==> src/rtl/hsv2rgb_pipe.sv <==
// Four-stage pipelined HSV-to-RGB converter. Hue is split into a sector and
// a fraction, then the three colour levels are formed with div255 scaling only.
module hsv2rgb_pipe #(
    parameter int LATENCY = 4
) (
    input  logic        clk,
    input  logic        rst_n,
    input  logic        pipe_en,
    input  logic        valid_in,
    input  logic [23:0] hsv_in,
    input  logic [2:0]  sync_in,
    output logic        valid_out,
    output logic [23:0] rgb_out,
    output logic [2:0]  sync_out
);

    // Exact floor(x/255) for 0 <= x <= 65025 using a 17-bit intermediate.
    function automatic logic [7:0] div255(input logic [15:0] x);
        logic [16:0] sum;
        sum = {1'b0, x} + {9'b0, x[15:8]} + 17'd1;
        return sum[15:8];
    endfunction

    // Stage 1: sector decode and first products
    logic [7:0]  h_in, s_in, v_in;
    logic [10:0] hx;
    logic [2:0]  sec1_d, sec1_q;
    logic [7:0]  f1_d, f1_q, v1_q;
    logic [15:0] sf_raw_d, sfn_raw_d, p_raw_d;
    logic [15:0] sf_raw_q, sfn_raw_q, p_raw_q;

    // Stage 2: scaled saturation terms and p
    logic [7:0]  sf_d, sfn_d, p2_d;
    logic [7:0]  sf_q, sfn_q, p2_q, v2_q;
    logic [2:0]  sec2_q;

    // Stage 3: products for q and t
    logic [15:0] q_raw_d, t_raw_d, q_raw_q, t_raw_q;
    logic [7:0]  p3_q, v3_q;
    logic [2:0]  sec3_q;

    // Stage 4: final scaling and sector mux
    logic [7:0]  q4, t4;
    logic [23:0] rgb_d, rgb_q;

    logic [LATENCY-1:0] vld_q;
    logic [2:0]         sb_q [LATENCY];

    always_comb begin
        h_in      = hsv_in[23:16];
        s_in      = hsv_in[15:8];
        v_in      = hsv_in[7:0];
        hx        = {3'b0, h_in} * 11'd6;
        sec1_d    = hx[10:8];
        f1_d      = hx[7:0];
        sf_raw_d  = {8'b0, s_in} * {8'b0, f1_d};
        sfn_raw_d = {8'b0, s_in} * {8'b0, 8'd255 - f1_d};
        p_raw_d   = {8'b0, v_in} * {8'b0, 8'd255 - s_in};
    end

    always_comb begin
        sf_d  = div255(sf_raw_q);
        sfn_d = div255(sfn_raw_q);
        p2_d  = div255(p_raw_q);
    end

    always_comb begin
        q_raw_d = {8'b0, v2_q} * {8'b0, 8'd255 - sf_q};
        t_raw_d = {8'b0, v2_q} * {8'b0, 8'd255 - sfn_q};
    end

    always_comb begin
        q4 = div255(q_raw_q);
        t4 = div255(t_raw_q);
        case (sec3_q)
            3'd0:    rgb_d = {v3_q, t4,   p3_q};
            3'd1:    rgb_d = {q4,   v3_q, p3_q};
            3'd2:    rgb_d = {p3_q, v3_q, t4};
            3'd3:    rgb_d = {p3_q, q4,   v3_q};
            3'd4:    rgb_d = {t4,   p3_q, v3_q};
            3'd5:    rgb_d = {v3_q, p3_q, q4};
            default: rgb_d = 24'd0;
        endcase
    end

    // Colour data advances on every enabled cycle; valid only tags it.
    always_ff @(posedge clk or negedge rst_n) begin
        if (!rst_n) begin
            sec1_q    <= '0;
            f1_q      <= '0;
            v1_q      <= '0;
            sf_raw_q  <= '0;
            sfn_raw_q <= '0;
            p_raw_q   <= '0;
            sf_q      <= '0;
            sfn_q     <= '0;
            p2_q      <= '0;
            v2_q      <= '0;
            sec2_q    <= '0;
            q_raw_q   <= '0;
            t_raw_q   <= '0;
            p3_q      <= '0;
            v3_q      <= '0;
            sec3_q    <= '0;
            rgb_q     <= '0;
            vld_q     <= '0;
            for (int i = 0; i < LATENCY; i++) sb_q[i] <= '0;
        end else if (pipe_en) begin
            sec1_q    <= sec1_d;
            f1_q      <= f1_d;
            v1_q      <= v_in;
            sf_raw_q  <= sf_raw_d;
            sfn_raw_q <= sfn_raw_d;
            p_raw_q   <= p_raw_d;
            sf_q      <= sf_d;
            sfn_q     <= sfn_d;
            p2_q      <= p2_d;
            v2_q      <= v1_q;
            sec2_q    <= sec1_q;
            q_raw_q   <= q_raw_d;
            t_raw_q   <= t_raw_d;
            p3_q      <= p2_q;
            v3_q      <= v2_q;
            sec3_q    <= sec2_q;
            rgb_q     <= rgb_d;
            vld_q     <= {vld_q[LATENCY-2:0], valid_in};
            sb_q[0]   <= sync_in;
            for (int i = 1; i < LATENCY; i++) sb_q[i] <= sb_q[i-1];
        end
    end

    assign valid_out = vld_q[LATENCY-1];
    assign rgb_out   = rgb_q;
    assign sync_out  = sb_q[LATENCY-1];

endmodule

==> config.mk <==
export PLATFORM = sky130hd
export DESIGN_NAME = hsv2rgb_pipe
export DESIGN_NICKNAME = d
export VERILOG_FILES = /design/src/rtl/hsv2rgb_pipe.sv
export SDC_FILE = /design/constraint.sdc
export NUM_CORES = 1
export LEC_CHECK = 0
export CAP_MARGIN = 15
export CORE_AREA = 2 2 242 244
export CTS_CLUSTER_SIZE = 8
export DETAILED_ROUTE_END_ITERATION = 8
export DIE_AREA = 0 0 244 246
export SETUP_SLACK_MARGIN = 0.1
export SYNTH_ARGS = -nofsm -noshare
export SYNTH_HDL_FRONTEND = slang
export SYNTH_SLANG_ARGS = --single-unit
export TNS_END_PERCENT = 50
==> constraint.sdc <==
create_clock -name clk -period 4.4 [get_ports clk]
set_input_delay 0.44 -clock clk [delete_from_list [all_inputs] [get_ports clk]]
set_output_delay 0.44 -clock clk [all_outputs]
set_load 0.005 [all_outputs]
==> key figures <==
Placed design
  • Port-buffer cells: between 50 and 60
  • DP Worst Slack: -1380 ps
  • Placer Congestion: 0.872
  • DP Wirelength: 36.4 mm

Routing
  • WL/cell: ~16 um
  • Routed via count: 14300
  • ANT nets after route: 0
  • First-pass DRT Iterations: 5
  • Post-route DRC: 0
  • Via/cell ratio: around 5
  • Initial drt markers: 707
  • Final wirelength: between 40 and 50 mm

STA
  • Minimum clock period: 4760 ps
  • Fin. Hold Viols: 0
  • Slew HR: 0.363
  • Final period utilization: 1.08
  • Final WS setup: -364 ps
  • RSZ-0062 raised after global routing: true
  • Pins over their slew limit: 0
  • Final hold slack: just over 100 ps
  • Setup violators final: 16
  • Worst-Margin Slew: ~960 ps
  • Fmax: 210 MHz
  • Clock skew: 18.1 ps

Logic synthesis
  • Sequential fraction of the synthesis area: 0.238
  • Synthesis Warnings: 0
  • #FFs+latches synth: 184
  • Post-synth top flop: dfrtp_1
  • Number of synthesized flops with an enable pin: 0
  • Post-Synthesis Cells: 1958
  • Netlist cell types: 79
  • Mapped cell area: approximately 0.019 mm^2
  • Mapped Avg Cell Area: 9.88 um^2
  • Syn Nets: 2384
  • FFs w/ async S/R, synth: 1.00

Cells and area
  • Final #Nets: 2572
  • Sequential Area: 0.00461 mm^2
  • Layout cells sized above 1: 0.207
  • Antenna cells: 0
  • Synthesis-to-finish area growth: 20.6%
  • Multi-input logic area: roughly 0.014 mm^2
  • Fillcell total: 5524

Critical path
  • Critical path capture point type: flip-flop
  • CP Class: in -> reg
  • CP startpoint kind: primary input
  • Worst path buffer plus inverter count: 2
  • Critical Path Most Common Cell: fa_2
  • CP required: about 4700 ps
  • Arrival time worst endpoint: 5100 ps
  • CP max FO: 5
  • Crit path max-delay family: adder cells
  • Crit-path max cell delay: roughly 550 ps
  • CP cell instances: buf_8, ha_4, fa_2, a21o_1, a21oi_4, xnor2_4, nand2b_4, fa_1, fa_2, inv_2, fa_2, fa_2, ha_4, or3_4, o21bai_4, o21bai_1, xor2_1, mux2_4
  • CP max stage cell: fa_2

Die
  • Core area: about 0.057 mm^2
  • Die Height: about 250 um
  • Starting density of the core: 0.337
  • Row count: 88
  • Die area: 0.0600 mm^2
  • Die width: 244 um
  • I/O pin count: 59

Run status
  • Status: complete, but fails checks
  • Failing checks: setup timing

GRT
  • Total GRT Usage: 0.161
  • Largest net degree at the start of global routing: 133
  • Initial antenna violation count: 0
  • First-pass GRT wire length: 78.9 mm
  • GRT overflow: 0
  • Vias in the first global route: between 15000 and 20000

Clock tree
  • Clk Latency, worst-skew pair: 460 ps
  • Max clock buf depth: 2
  • CTS tree: done
  • H-tree depth: 4
  • Clock transition at path regs: 80 ps
  • Clock root buffer master: clkbuf_16
  • # clock sinks: 184
  • CTS Buf Count: 17

Pwr
  • Total power divided by cell area: 849 mW/mm^2
  • Lkg Pwr: 11.0 nW
  • Total power: 19.8 mW
  • VDD IR max: 541 uV

Worst hold path
  • Worst hold path class: in -> async

Flow run
  • Max-capacitance violation count: 0
-- metal layers --
layer / up-vias / global-route usage / wire, um
met5: - / 0 / 0
met4: 0 / 0.0495 / 1030
met3: 66 / 0.0185 / 1410
met2: 247 / 0.293 / 23700
met1: 7160 / 0.199 / 20300
li1: 6857 / - / -
-- logic make-up (layout without fill, tap and decap cells) --
| logic type | after synthesis | in the layout | share of synthesized area |
|---|---|---|---|
| compound gates | 294 | 294 | 0.101 |
| xor+xnor | 97 | 98 | 0.0439 |
| fa+ha+maj | 395 | 395 | 0.323 |
| buf+inv | 325 | 525 | 0.0688 |
| flops | 184 | 184 | 0.238 |
| mux | 117 | 117 | 0.0677 |
| simple gates | 546 | 546 | 0.157 |
-- where the power goes --
group          total [mW]  switching [mW]  leakage (nW)  internal [mW]
sequential           3.15           0.763          2.18           2.38
clock                1.52           0.766         0.289          0.757
combinational        15.1            7.41          8.51           7.73
-- cells in the mapped netlist (8+ instances only) --
master / instances / area share
o21a_1: 15 / 0.0058
o21bai_1: 9 / 0.0035
o221ai_1: 8 / 0.0036
a22oi_1: 9 / 0.0035
inv_1: 247 / 0.048
a21o_1: 28 / 0.011
and3_1: 14 / 0.0045
nand3_1: 16 / 0.0041
xnor2_1: 63 / 0.029
xor2_1: 34 / 0.015
nand3b_1: 10 / 0.0039
o21ai_0: 39 / 0.010
nand2_1: 86 / 0.017
dfrtp_1: 184 / 0.24
clkbuf_1: 61 / 0.012
o21ai_1: 18 / 0.0047
nor3_1: 15 / 0.0039
mux2_2: 109 / 0.063
nor2b_1: 147 / 0.048
a21oi_1: 88 / 0.023
ha_1: 221 / 0.14
nor2_1: 72 / 0.014
nand2b_1: 111 / 0.036
clkbuf_8: 8 / 0.0057
fa_1: 174 / 0.18
and2_1: 43 / 0.014
-- cell usage in the layout (no fill, tap or decap), drive strengths merged, types with 11 or more instances in the layout --
cell type and instances:
o21ai 60, o21a 15, and2 43, nor3 17, xnor2 64, a21oi 90
nand2 86, ha 221, clkbuf 20, and3 16, nor2 72, a21o 28
xor2 34, a22oi 11, nor2b 147, inv 252, dfrtp 184, fa 174
nand3 16, buf 191, mux2 110, nand2b 111, clkdlybuf4s50 44
-- per-stage QoR --
| stage | instance area (um^2) | util | instances | setup TNS [ps] |
|---|---|---|---|---|
| 2_1_floorplan | 19600 | - | 1958 | -9080 |
| 3_3_place_gp | 22100 | 0.385 | 2876 | -24180 |
| 3_5_place_dp | 22100 | 0.385 | 2876 | -26170 |
| 4_1_cts | 23000 | 0.400 | 2916 | -5160 |
| 5_1_grt | 23300 | 0.407 | 2924 | -7090 |
| 6_report | 23300 | 0.407 | 2924 | -4230 |
-- repair_timing --
item                                    in CTS  in global routing
hold buffers                                 0                  0
pin swaps                                   37                 44
setup buffers                                7                 10
gates resized for setup                     62                 67
endpoints found under the setup margin      29                 38
gates cloned                                 1                  0
-- path summary, 6_finish.rpt --
check	start	to	slack [ps]	depth (start not counted)
max	hsv_in[17]	sfn_raw_q[11]	-360	18
min	rst_n	p3_q[4]	100	1
max reg2reg	sf_q[6]	q_raw_q[13]	80	14
min reg2reg	v1_q[1]	v2_q[1]	500	1
max in group asynchronous	rst_n	rgb_out[15]	3380	2
min in group clk	hsv_in[16]	sf_raw_q[1]	490	4
-- cell type report --
| cell class | instances | share of cell area |
|---|---|---|
| Inverter | 247 | 0.0397 |
| Clock buffer | 17 | 0.0182 |
| Clock inverter | 15 | 0.00681 |
| Timing Repair Buffer | 246 | 0.0937 |
| Tap cell | 765 | 0.0410 |
| Multi-Input combinational cell | 1450 | 0.603 |
| Sequential cell | 184 | 0.198 |
-- registers in the layout, indices dropped and copies added (netlist names) --
name / cells
sf_raw_q: 15
sec1_q: 3
q_raw_q: 16
p3_q: 8
sfn_q: 8
rgb_out: 24
v1_q: 8
sec3_q: 3
v2_q: 8
p2_q: 8
sync_out: 3
sb_q: 9
sf_q: 8
vld_q: 4
sfn_raw_q: 16
p_raw_q: 16
t_raw_q: 16
sec2_q: 3
v3_q: 8
Note: power is estimated with default switching activity, not from simulation.
